==> config.mk <==
export PLATFORM = sky130hd
export DESIGN_NAME = mul_result_unpack
export DESIGN_NICKNAME = d
export VERILOG_FILES = /design/src/rtl/mul_res_pkg.sv /design/src/rtl/mul_res_saturate.sv /design/src/rtl/mul_result_unpack.sv
export SDC_FILE = /design/constraint.sdc
export NUM_CORES = 1
export LEC_CHECK = 0
export CAP_MARGIN = 20
export CORE_MARGIN = 2
export CORE_UTILIZATION = 45
export DETAILED_ROUTE_END_ITERATION = 7
export HOLD_SLACK_MARGIN = 0.05
export PLACE_DENSITY = 0.79
export SLEW_MARGIN = 10
export SYNTH_ARGS = -nofsm -noshare
export SYNTH_HDL_FRONTEND = slang
export SYNTH_SLANG_ARGS = --single-unit
==> constraint.sdc <==
create_clock -name clk -period 4.05 [get_ports clk]
set_input_delay 0.81 -clock clk [delete_from_list [all_inputs] [get_ports clk]]
set_output_delay 0.81 -clock clk [all_outputs]
set_load 0.02 [all_outputs]
==> src/rtl/mul_res_pkg.sv <==
// Shared widths, state encoding and saturation limits for the multiplier result unpacker.
package mul_res_pkg;

    localparam int PROD_W        = 67;
    localparam int OUT_W         = 32;
    localparam int RES_W         = 2 * OUT_W;
    localparam int CNT_W         = 8;
    localparam int SIGN_COPY_LSB = 63;

    localparam logic [OUT_W-1:0] SAT_MAX = 32'h7FFF_FFFF;
    localparam logic [OUT_W-1:0] SAT_MIN = 32'h8000_0000;

    typedef enum logic [1:0] {
        IDLE = 2'd0,
        LO   = 2'd1,
        HI   = 2'd2,
        SAT  = 2'd3
    } state_e;

    // The top bits of the product must all repeat bit 63; anything else is a malformed result.
    function automatic logic sign_copies_bad(input logic [PROD_W-1:0] prod);
        logic [PROD_W-SIGN_COPY_LSB-1:0] copies;
        copies = prod[PROD_W-1:SIGN_COPY_LSB];
        return ~(&copies | ~|copies);
    endfunction

endpackage

==> src/rtl/mul_res_saturate.sv <==
// Clips a signed 64-bit result to signed 32 bits. Only built when MUL_RES_SAT_EN is defined.
`ifdef MUL_RES_SAT_EN
module mul_res_saturate
    import mul_res_pkg::*;
(
    input  logic [RES_W-1:0] val_i,
    output logic [OUT_W-1:0] sat_o,
    output logic             clip_o
);

    // The value fits in 32 bits exactly when bits [63:31] are all copies of the sign.
    logic [RES_W-OUT_W:0] upper;

    assign upper  = val_i[RES_W-1:OUT_W-1];
    assign clip_o = ~(&upper | ~|upper);
    assign sat_o  = !clip_o        ? val_i[OUT_W-1:0] :
                    val_i[RES_W-1] ? SAT_MIN : SAT_MAX;

endmodule
`endif

==> src/rtl/mul_result_unpack.sv <==
// Captures a finished Booth product and streams it as lo/hi 32-bit beats under valid/ready.
// Optional MUL_RES_SAT_EN adds sat_i/res_sat_o for a single saturated 32-bit beat.
module mul_result_unpack
    import mul_res_pkg::*;
(
    input  logic              clk,
    input  logic              rst,
    input  logic [PROD_W-1:0] prod_i,
    input  logic              done_i,
    input  logic              res_ready_i,
`ifdef MUL_RES_SAT_EN
    input  logic              sat_i,
    output logic              res_sat_o,
`endif
    output logic [OUT_W-1:0]  res_data_o,
    output logic              res_valid_o,
    output logic              res_last_o,
    output logic              res_err_o,
    output logic              busy_o,
    output logic              ovr_o,
    output logic [CNT_W-1:0]  res_cnt_o
);

    state_e             state_q;
    logic               done_q;
    logic [RES_W-1:0]   hold_q;
    logic               err_q;
    logic               ovr_q;
    logic [CNT_W-1:0]   cnt_q;
    logic [CNT_W-1:0]   cnt_d;
    logic               cap;
    logic               beat_fire;
    logic               take_sat;

    assign cap       = done_i & ~done_q;
    assign busy_o    = (state_q != IDLE);
    assign beat_fire = res_valid_o & res_ready_i;
    assign cnt_d     = cnt_q + 1'b1;

`ifdef MUL_RES_SAT_EN
    logic [OUT_W-1:0] sat_data;
    logic             sat_clip;

    mul_res_saturate u_sat (
        .val_i  (hold_q),
        .sat_o  (sat_data),
        .clip_o (sat_clip)
    );

    assign take_sat  = sat_i;
    assign res_sat_o = (state_q == SAT) & sat_clip;
`else
    assign take_sat  = 1'b0;
`endif

    // A capture is only accepted from IDLE; one arriving while a result drains is dropped and flagged.
    always_ff @(posedge clk) begin
        if (rst) begin
            state_q <= IDLE;
            done_q  <= 1'b0;
            hold_q  <= '0;
            err_q   <= 1'b0;
            ovr_q   <= 1'b0;
            cnt_q   <= '0;
        end else begin
            done_q <= done_i;
            if (cap && busy_o) begin
                ovr_q <= 1'b1;
            end
            case (state_q)
                IDLE: begin
                    if (cap) begin
                        hold_q  <= prod_i[RES_W-1:0];
                        err_q   <= sign_copies_bad(prod_i);
                        state_q <= take_sat ? SAT : LO;
                    end
                end
                LO: begin
                    if (beat_fire) begin
                        state_q <= HI;
                    end
                end
                HI, SAT: begin
                    if (beat_fire) begin
                        state_q <= IDLE;
                        cnt_q   <= cnt_d;
                    end
                end
                default: state_q <= IDLE;
            endcase
        end
    end

    // Beat contents are pure functions of registered state, so they hold steady while stalled.
    always_comb begin
        res_data_o = '0;
        case (state_q)
            LO:      res_data_o = hold_q[OUT_W-1:0];
            HI:      res_data_o = hold_q[RES_W-1:OUT_W];
`ifdef MUL_RES_SAT_EN
            SAT:     res_data_o = sat_data;
`endif
            default: res_data_o = '0;
        endcase
    end

    assign res_valid_o = busy_o;
    assign res_last_o  = (state_q == HI) || (state_q == SAT);
    assign res_err_o   = res_valid_o & err_q;
    assign ovr_o       = ovr_q;
    assign res_cnt_o   = cnt_q;

endmodule

After elaboration in Yosys (flattened, before gate mapping)
Cells that the tools add are included.
{"block": "word_totals", "reg_bits": 77, "out_inout_bits": 45, "elab_cells": 35}
{"block": "classes", "add_sub_neg": 1, "eq_ne": 6, "muxes": 5, "bitwise_logic": 6, "reduce_logical": 11}
{"cell": "one-hot mux 32 bit (2 select lines)", "n": 1}
{"cell": "adder 8 x 1 -> 8 bit, second input constant", "n": 1}
{"cell": "2-to-1 mux 2 bit", "n": 3}
{"cell": "inequality test 2 bit, second input constant", "n": 3}
{"cell": "one-hot mux 2 bit (3 select lines)", "n": 1}
{"cell": "== test 2 bit, second input constant", "n": 2}
{"cell": "AND reduction 2 bit", "n": 2}
{"cell": "AND reduction 4 bit", "n": 1}
{"cell": "OR reduction 4 bit", "n": 1}
{"cell": "AND 1 bit", "n": 3}
{"cell": "AND reduction 3 bit", "n": 1}
{"cell": "== test 2 x 1 -> 1 bit, second input constant", "n": 1}
{"cell": "logical NOT 2 bit", "n": 1}
{"cell": "NOT 1 bit", "n": 2}
{"cell": "nonzero test 2 bit", "n": 1}
{"cell": "OR reduction 2 bit", "n": 1}
{"cell": "logical AND 1 bit", "n": 1}
{"cell": "logical NOT 1 bit", "n": 1}
{"cell": "logical OR 1 bit", "n": 1}
{"cell": "bitwise OR 1 bit", "n": 1}

Longest topological paths before layout
Gate-level depths: netlist (run 1).
{"block": "depth", "word_depth": 4, "ltp_mapped": 8, "depth_no_buf": 6}

Least setup slack after synthesis (run 1)
No wires, ideal clock.
{"block": "synth_timing", "path_kind": "flip-flop to output port", "from": "reg state_q[0]", "to": "out res_data_o[0]", "arrival_time_ns": 1.482, "slack_ns": 1.758, "stages_incl_launch_ff": 7, "n_path_buf": 2, "path_cell_list": "dfxtp_1 > inv_1 > ha_1 > buf_2 > buf_1 > a22oi_1 > nor2b_1"}
{"block": "synth_between", "elab_chain_len": 2, "word_cells_on_any_way": 3, "cone_classes": "eq/ne: 2; mux: 1"}
{"element": "start, declared", "line_no": "mul_result_unpack.sv:24", "source": "state_e state_q;"}
{"element": "start signal, assigned", "line_no": "mul_result_unpack.sv:75", "source": "state_q <= take_sat ? SAT : LO;"}
{"element": "== test 2 bit or == test 2 x 1 -> 1 bit (tied branches)", "line_no": "mul_result_unpack.sv:97", "source": "case (state_q)"}
{"element": "one-hot mux 32 bit (2 select lines) *", "line_no": "mul_result_unpack.sv:97"}
{"element": "end, declared", "line_no": "mul_result_unpack.sv:15", "source": "output logic [OUT_W-1:0] res_data_o,"}
Mark *: on every way between the ends. The rest lies on a longest branch, timed or not.

Worst setup path after layout (run 1)
{"block": "layout_timing", "from": "reg state_q[0]", "to": "out res_data_o[23]"}
The elaborated chain is that of the path after synthesis.

==> flow_metrics.py, run 1 <==
metrics = {
    "status": {
        "outcome": "finished clean",
    },
    "finish": {
        "nNetsFinal": 606,
        "final_common_cell": "nand2_1",
        "diodes": 0,
        "layout-drive-gt1-share_pct": 6.19,
        "n_fill_cell": 628,
        "final_cell_mix": "nand2_1, clkdlybuf4s50_1, dfxtp_1",
        "synthToLayoutAreaGrowth_pct": 41.0,
    },
    "floorplan": {
        "start_util_pct": 46.8,
        "fp-row-count": 31,
        "io_pins": 116,
        "die_area_mm2": 0.00829,
        "core-area_mm2": 0.00729,
        "die_h_um": 91.1,
        "die_w_um": 91.1,
    },
    "route": {
        "route.detailed.drc": 0,
        "drtIter0Drc": 116,
        "post_drt_via_cell_ratio": 5.11,
        "routedWlPerCell_um": 13.9,
        "drt_wl_total_mm": 8.82,
        "ant_nets": 0,
        "first_pass_iters": 5,
        "vias": 3231,
    },
    "synth": {
        "synth_area_mm2": 0.00341,
        "synthCells": 432,
        "synth_area_leader_cell": "dfxtp_1",
        "yosys_warnings": 0,
        "synthTopCellsByArea": "dfxtp_1, nand2_1, a21oi_1",
        "syn_avg_cell_area_um2": 7.90,
        "ys_types": 30,
        "ys_ff_latch": 77,
        "synth_top_area_share_pct": 45.2,
        "yosysSeqAreaShare_pct": 45.2,
        "syn_nets": 510,
    },
    "critical_path": {
        "cp_data_arrival_time_ps": 2650,
        "critPathLaunchType": "flip-flop",
        "max_stage_delay_ps": 900,
        "end_kind": "primary output",
        "crit_type": "reg2out",
        "required_ps": 3240,
        "cp_cell_sequence": "inv_1 -> ha_1 -> nor2b_1 -> clkdlybuf4s50_1",
        "crit_fanout": 32,
        "worst_path_max_delay_cell": "ha_1",
    },
    "timing": {
        "holdWs_ps": 456,
        "fmax_mhz": 289,
        "rsz0062_at_grt": "no",
        "setup_viol": 0,
        "tightest_slew_ps": 911,
        "slew_headroom_pct": 39.3,
        "finClkSkew_ps": 10.2,
        "period_minus_slack_ps": 3460,
        "period_share_pct": 85.5,
        "slew_violations": 0,
        "finalSetupTns_ps": 0,
        "finalHoldViolCount": 0,
    },
    "pwr": {
        "power.density_mw_per_mm2": 487,
        "seqPwrFrac_pct": 38.7,
        "switching_share_pct": 32.0,
        "p_leak_nw": 1.64,
        "comb_power_share_pct": 31.8,
        "peakVddDrop_mv": 0.234,
        "p_int_w": 0.00159,
        "power_switching_w": 0.000750,
        "clkPwrFrac_pct": 29.5,
    },
    "placement": {
        "hpwlAfterDp_mm": 5.94,
        "placement.io_buffers": 115,
        "gp_congestion": 0.771,
    },
    "grt": {
        "grt_max_degree": 49,
        "grt_first_pass_wirelength_mm": 14.5,
        "grt_pass1_vias": 3140,
        "antenna_found_initial": 0,
        "grt_overflow_total": 0,
        "grt_use_total_pct": 21.4,
    },
    "clock_network": {
        "cts_num_sinks": 77,
        "worst_skew_pair.late_latency_ps": 340,
        "cts_max_level": 3,
        "clockRootBuffer": "clkbuf_8",
        "cts.repair.resized": 0,
        "cts.path.max_buffers": 2,
        "path_clk_slew_ps": 80,
        "ctsHoldBuffers": 0,
        "cts_buffers": 9,
        "cts_tree": "done",
        "postCtsSetupRepairBufs": 0,
    },
    "worst_hold_path": {
        "holdCritPathClass": "reg2reg",
    },
    "flow_run": {
        "drv_cap": 0,
    },
}
-- metrics by stage --
step / power, W / area, µm² / setup slack (ps) / std cells / util, %
global placement: 0.00165 / 4570 / 1040 / 616 / 62.7
floorplan: 0.00143 / 3410 / 1760 / 432 / -
global route: 0.00247 / 4810 / 417 / 632 / 66.0
CTS: 0.00236 / 4810 / 562 / 632 / 66.0
finish: 0.00234 / 4810 / 587 / 632 / 66.0
detailed placement: 0.00167 / 4570 / 950 / 616 / 62.7
-- final cells by class --
| cell class | instances | area [µm²] | area share, % |
|---|---|---|---|
| clock inverter | 4 | 95.1 | 1.98 |
| clock buffer | 12 | 145 | 3.02 |
| tap | 99 | 124 | 2.57 |
| timing repair buffer | 121 | 1200 | 25.0 |
| inverter | 5 | 18.8 | 0.390 |
| multi-input combinational | 314 | 1680 | 35.0 |
| sequential | 77 | 1540 | 32.0 |
-- critical path: cells and delay by family, from the launching register on --
| family | cells | cell delay (ps) |
|---|---|---|
| adders and majority gates | 1 | 900 |
| buffers and inverters | 2 | 750 |
| DFF | 1 | 390 |
| and+or+nand+nor | 1 | 260 |
-- kinds of logic (layout without fill, tap and decap cells) --
group	Yosys count	in the layout	synth area share, %
compound gates	104	104	18.1
xor+xnor	7	7	1.80
fa+ha+maj	7	7	2.57
buf+inv	41	142	5.72
flops	77	77	45.2
simple gates	196	196	26.6
-- cell usage after synthesis --
library cell / n
a2111oi_2: 1
a21oi_1: 66
a22oi_1: 32
buf_1: 3
buf_2: 9
buf_4: 6
buf_6: 1
clkbuf_1: 17
dfxtp_1: 77
ha_1: 7
inv_1: 3
inv_2: 2
nand2_1: 132
nand2b_1: 1
nand2b_4: 1
nand3_1: 3
nand4_1: 2
nor2_1: 12
nor2_4: 1
nor2b_1: 36
nor3_1: 1
nor3b_2: 1
nor4_2: 3
nor4b_2: 1
o21ai_0: 2
o21ai_1: 1
o41ai_1: 2
or2_1: 1
or4_1: 1
xnor2_1: 7
-- path summary, 6_finish.rpt --
kind | from | endpoint | slack, ps | depth (start not counted)
max | state_q[0]$_SDFFE_PP0P_ | res_data_o[23] | 590 | 4
min | err_q$_SDFFE_PP0P_ | err_q$_SDFFE_PP0P_ | 460 | 2
max reg2reg | state_q[0]$_SDFFE_PP0P_ | hold_q[20]$_SDFFE_PP0P_ | 1950 | 7
min reg2reg | err_q$_SDFFE_PP0P_ | err_q$_SDFFE_PP0P_ | 460 | 2
-- metal layers --
| metal | vias to the layer above | GRT usage [%] | share of wire (%) |
|---|---|---|---|
| met5 | - | 0 | 0 |
| met1 | 1488 | 26.0 | 43 |
| li1 | 1617 | - | - |
| met4 | 0 | 9.34 | 2.2 |
| met3 | 15 | 4.07 | 5.8 |
| met2 | 111 | 36.9 | 49 |
-- sequential cells by signal, summed over array words and instances (netlist names) --
| register | flops |
|---|---|
| hold_q | 64 |
| res_cnt_o | 8 |
| state_q | 2 |
| done_q | 1 |
| err_q | 1 |
| ovr_o | 1 |
-- power groups by stage --
stage,clock (W),sequential [W],combinational (W)
detailed placement,0,0.000924,0.000749
CTS,0.000699,0.000907,0.000753
finish,0.000691,0.000907,0.000746
floorplan,0,0.000912,0.000519
global placement,0,0.000920,0.000730
global route,0.000734,0.000918,0.000819
Power figures use the tool's default switching activity.
==> inputs of run 2 (changes only) <==
--- a/config.mk
+++ b/config.mk
@@ -7,10 +7,9 @@
 export LEC_CHECK = 0
 export CAP_MARGIN = 20
 export CORE_MARGIN = 2
-export CORE_UTILIZATION = 45
+export CORE_UTILIZATION = 30
 export DETAILED_ROUTE_END_ITERATION = 7
 export HOLD_SLACK_MARGIN = 0.05
-export PLACE_DENSITY = 0.79
 export SLEW_MARGIN = 10
 export SYNTH_ARGS = -nofsm -noshare
 export SYNTH_HDL_FRONTEND = slang
==> constraint.sdc (replaced) <==
create_clock -name clk -period 4.13 [get_ports clk]
set_input_delay 0.826 -clock clk [delete_from_list [all_inputs] [get_ports clk]]
set_output_delay 0.826 -clock clk [all_outputs]
set_load 0.02 [all_outputs]
==> run 2 against run 1 <==
Net effect:
- die area up 48%
- setup slack better by 110 ps
- via count down 1.1%
- register-to-register slack worse by 100 ps
- clock skew down 4.2 ps
- wire length up 3.3%
- utilization down 21 points
- total power up 2.7%
- global-route usage down 6.8 points
- non-clock buffer count up 1
- final area up 2.2%
- count of clock-buffer cells in the layout down 1
- critical endpoint is now res_data_o[17]
==> flow_metrics.py, run 2 (same netlist as run 1, synthesis figures left out) <==
metrics = {
    "timing": {
        "setup_viol": 0,
        "tightest_slew_ps": 961,
        "fmax_mhz": 291,
        "rsz0062_at_grt": "no",
        "slew_violations": 0,
        "slew_headroom_pct": 35.9,
        "finalHoldViolCount": 0,
        "period_minus_slack_ps": 3440,
        "finalSetupTns_ps": 0,
        "period_share_pct": 83.2,
        "finClkSkew_ps": 6.05,
    },
    "finish": {
        "synthToLayoutAreaGrowth_pct": 44.1,
        "n_fill_cell": 1124,
        "nNetsFinal": 607,
        "final_cell_mix": "nand2_1, clkdlybuf4s50_1, dfxtp_1",
        "diodes": 0,
        "final_area_mm2": 0.00492,
        "largest_register": "hold_q",
        "layout-drive-gt1-share_pct": 6.57,
        "largest_register_ff_count": 64,
        "final_common_cell": "nand2_1",
    },
    "critical_path": {
        "critPathLaunchType": "flip-flop",
        "required_ps": 3300,
        "crit_fanout": 32,
        "crit_type": "reg2out",
        "end_kind": "primary output",
        "cp_data_arrival_time_ps": 2610,
    },
    "floorplan": {
        "start_util_pct": 31.1,
        "die_area_mm2": 0.0122,
        "io_pins": 116,
        "die_h_um": 111,
        "fp-row-count": 38,
        "core-area_mm2": 0.0110,
        "die_w_um": 111,
    },
    "route": {
        "ant_nets": 0,
        "first_pass_iters": 5,
        "routedWlPerCell_um": 13.5,
        "post_drt_via_cell_ratio": 4.75,
        "drtIter0Drc": 155,
        "drt_wl_total_mm": 9.10,
        "vias": 3196,
        "route.detailed.drc": 0,
    },
    "grt": {
        "grt_first_pass_wirelength_mm": 14.8,
        "antenna_found_initial": 0,
        "grt_max_degree": 53,
        "grt_use_total_pct": 14.6,
        "grt_pass1_vias": 2999,
        "grt_overflow_total": 0,
    },
    "placement": {
        "hpwlAfterDp_mm": 6.25,
        "placement.io_buffers": 115,
        "gp_congestion": 0.722,
        "placedInstanceArea_mm2": 0.00462,
    },
    "clock_network": {
        "cts_num_sinks": 77,
        "cts.path.max_buffers": 2,
        "path_clk_slew_ps": 50,
        "cts_tree": "done",
        "postCtsSetupRepairBufs": 0,
        "worst_skew_pair.late_latency_ps": 320,
        "ctsHoldBuffers": 0,
        "cts.repair.resized": 0,
        "cts_max_level": 3,
        "cts_buffers": 9,
        "clockRootBuffer": "clkbuf_16",
    },
    "flow_run": {
        "drv_cap": 0,
    },
    "pwr": {
        "power.density_mw_per_mm2": 490,
        "p_leak_nw": 1.67,
        "peakVddDrop_mv": 0.275,
    },
    "worst_hold_path": {
        "holdCritPathClass": "reg2reg",
    },
    "status": {
        "outcome": "finished clean",
    },
}
[run 2: layout make-up]
cell class                      instances  area, µm²  share of cell area [%]
Clock buffer                           11        253                    5.14
Tap cell                              140        175                    3.56
Clock inverter                          4       47.5                   0.967
Multi-Input combinational cell        314       1680                    34.2
Sequential cell                        77       1540                    31.3
Inverter                                5       18.8                   0.382
Timing Repair Buffer                  122       1200                    24.4
[run 2: report_power, final]
| part | leakage, nW | total, W | internal, W | switching (W) |
|---|---|---|---|---|
| combinational | 0.892 | 0.000741 | 0.000306 | 0.000436 |
| clock | 0.147 | 0.000780 | 0.000495 | 0.000285 |
| sequential | 0.629 | 0.000886 | 0.000839 | 0.0000475 |
[run 2: worst paths after layout]
| check | start | endpoint | slack (ps) | cells past startpoint |
|---|---|---|---|---|
| worst min register to register | hold_q[5]$_SDFFE_PP0P_ | hold_q[5]$_SDFFE_PP0P_ | 450 | 2 |
| worst min-delay path | hold_q[5]$_SDFFE_PP0P_ | hold_q[5]$_SDFFE_PP0P_ | 450 | 2 |
| worst max-delay path | state_q[0]$_SDFFE_PP0P_ | res_data_o[17] | 690 | 4 |
| worst max register to register | state_q[0]$_SDFFE_PP0P_ | hold_q[5]$_SDFFE_PP0P_ | 1850 | 7 |
[run 2: critical path, stage by stage, from the launching register on]
cell             delay [ps]
dfxtp_1                 380
inv_1                   110
ha_1                    910
nor2b_1                 250
clkdlybuf4s50_1         630
[run 2: metrics by stage]
step / utilization (%) / instances / power (W) / worst slack [ps] / hold slack, ps
final: 44.8 / 673 / 0.00241 / 694 / 452
after global routing: 44.8 / 673 / 0.00256 / 463 / 475
after CTS: 44.8 / 673 / 0.00245 / 628 / 455
after detailed placement: 42.0 / 658 / 0.00166 / 981 / 447
after global placement: 42.0 / 658 / 0.00164 / 1030 / 442
after floorplan: - / 432 / 0.00140 / 1820 / 427
[run 2: routing by layer]
layer  track usage (%)  routed length [µm]  vias up
li1                  -                   -     1624
met1              18.9                4300     1477
met2              23.8                4280       89
met3              2.91                 417        6
met4              6.00                 111        0
met5                 0                   0        -
==> inputs of run 3 (changes only) <==
==> constraint.sdc (replaced) <==
create_clock -name clk -period 2.93 [get_ports clk]
set_input_delay 0.586 -clock clk [delete_from_list [all_inputs] [get_ports clk]]
set_output_delay 0.586 -clock clk [all_outputs]
set_load 0.02 [all_outputs]
==> run 3 against run 2 <==
Net effect:
- clock power rose by 53%
- global-route usage up 0.50 points
- sequential power rose by 41%
- total power up 47%
- sequential share of layout area fell by 0.49 points
- via count unchanged
- worst hold slack improved by 1.5 ps
- critical endpoint is now res_data_o[12]
- largest cell class unchanged
==> flow_metrics.py, run 3 (same netlist as run 1, synthesis figures left out) <==
metrics = {
    "timing": {
        "setup_viol": 0,
        "finClkSkew_ps": 6.99,
        "slew_headroom_pct": 55.1,
        "period_share_pct": 93.6,
        "period_minus_slack_ps": 2740,
        "fmax_mhz": 365,
        "finalSetupTns_ps": 0,
        "finalHoldViolCount": 0,
        "tightest_slew_ps": 673,
        "rsz0062_at_grt": "no",
        "setup_slack_ps": 187,
        "slew_violations": 0,
    },
    "placement": {
        "placement.io_buffers": 115,
        "gp_congestion": 0.720,
        "pre_cts_ws_ps": 499,
        "hpwlAfterDp_mm": 6.31,
    },
    "critical_path": {
        "crit_type": "reg2out",
        "cp_data_arrival_time_ps": 2160,
        "critPathLaunchType": "flip-flop",
        "end_kind": "primary output",
        "required_ps": 2340,
        "crit_fanout": 16,
    },
    "pwr": {
        "p_int_w": 0.00242,
        "comb_power_share_pct": 30.9,
        "power_switching_w": 0.00111,
        "seqPwrFrac_pct": 35.4,
        "peakVddDrop_mv": 0.416,
        "power.density_mw_per_mm2": 708,
        "clkPwrFrac_pct": 33.7,
        "p_leak_nw": 1.70,
        "switching_share_pct": 31.4,
    },
    "floorplan": {
        "fp-row-count": 38,
        "io_pins": 116,
        "die_h_um": 111,
        "die_area_mm2": 0.0122,
        "start_util_pct": 31.1,
        "core-area_mm2": 0.0110,
        "die_w_um": 111,
    },
    "clock_network": {
        "path_clk_slew_ps": 60,
        "cts_num_sinks": 77,
        "cts_max_level": 3,
        "ctsHoldBuffers": 0,
        "postCtsSetupRepairBufs": 0,
        "cts_tree": "done",
        "clockRootBuffer": "clkbuf_16",
        "worst_skew_pair.late_latency_ps": 320,
        "cts_buffers": 9,
        "cts.path.max_buffers": 2,
        "cts.repair.resized": 0,
    },
    "finish": {
        "diodes": 0,
        "largest_register": "hold_q",
        "nNetsFinal": 609,
        "layout-drive-gt1-share_pct": 6.90,
        "largest_register_ff_count": 64,
        "n_fill_cell": 1095,
        "synthToLayoutAreaGrowth_pct": 46.4,
        "final_common_cell": "nand2_1",
        "final_cell_mix": "nand2_1, clkdlybuf4s50_1, dfxtp_1",
    },
    "grt": {
        "grt_pass1_vias": 3280,
        "grt_max_degree": 66,
        "grt_first_pass_wirelength_mm": 15.3,
        "grt_overflow_total": 0,
        "antenna_found_initial": 0,
        "grt_use_total_pct": 15.1,
    },
    "worst_hold_path": {
        "holdCritPathClass": "reg2reg",
    },
    "route": {
        "top_layer_used": "met4",
        "met2_wirelength_mm": 4.37,
        "routedWlPerCell_um": 13.6,
        "post_drt_via_cell_ratio": 4.73,
        "met1_length_mm": 4.31,
        "met3RoutedLength_um": 378,
        "route.detailed.drc": 0,
        "drtIter0Drc": 96,
        "vias": 3196,
        "first_pass_iters": 4,
        "drt_wl_total_mm": 9.19,
        "ant_nets": 0,
    },
    "flow_run": {
        "drv_cap": 0,
    },
    "status": {
        "outcome": "finished clean",
    },
}
==> run 3: cell count changes in the layout (fill, tap and decap cells not counted), sizes merged <==
cell,change
buf,+2
bufinv,+1
clkinvlp,-1
inv,+1
==> run 3: final timing paths <==
path | from | to | slack, ps | depth (start not counted)
worst max-delay path | state_q[0]$_SDFFE_PP0P_ | res_data_o[12] | 190 | 5
worst min-delay path | hold_q[16]$_SDFFE_PP0P_ | hold_q[16]$_SDFFE_PP0P_ | 450 | 2
worst min register to register | hold_q[16]$_SDFFE_PP0P_ | hold_q[16]$_SDFFE_PP0P_ | 450 | 2
worst max register to register | state_q[1]$_SDFFE_PP0P_ | hold_q[21]$_SDFFE_PP0P_ | 1170 | 7
==> run 3: routing by layer <==
metal	GRT usage, %	vias up
met5	0	-
met4	5.50	0
met3	3.35	11
met2	25.8	74
met1	18.6	1483
li1	-	1628
==> run 3: per-stage QoR <==
stage / instances / cell area [µm²] / utilization [%] / power [W] / hold WS [ps]
global route: 676 / 4990 / 45.5 / 0.00375 / 469
finish: 676 / 4990 / 45.5 / 0.00353 / 454
global placement: 660 / 4670 / 42.5 / 0.00235 / 442
floorplan: 432 / 3410 / - / 0.00198 / 427
CTS: 676 / 4990 / 45.5 / 0.00359 / 456
detailed placement: 660 / 4670 / 42.5 / 0.00239 / 446
==> run 3: power by group through the flow <==
stage | Clock, W | Sequential (W) | Combinational [W]
2_1_floorplan | 0 | 0.00126 | 0.000718
3_3_place_gp | 0 | 0.00127 | 0.00109
3_5_place_dp | 0 | 0.00128 | 0.00111
4_1_cts | 0.00122 | 0.00125 | 0.00111
5_1_grt | 0.00127 | 0.00127 | 0.00121
6_report | 0.00119 | 0.00125 | 0.00109
==> run 3: cell type report <==
cell class,instances,area (µm²),share of cell area (%)
Clock buffer,11,243,4.86
Clock inverter,5,82.6,1.65
Inverter,5,18.8,0.376
Multi-Input combinational cell,314,1680,33.7
Sequential cell,77,1540,30.9
Tap cell,140,175,3.51
Timing Repair Buffer,124,1250,25.1
==> run 3: worst max-delay path, cell delays in order, from the launching register on <==
cell and delay (ps):
dfxtp_1 390, inv_1 120, ha_1 310, buf_4 200, nor2b_1 190, clkdlybuf4s50_1 620
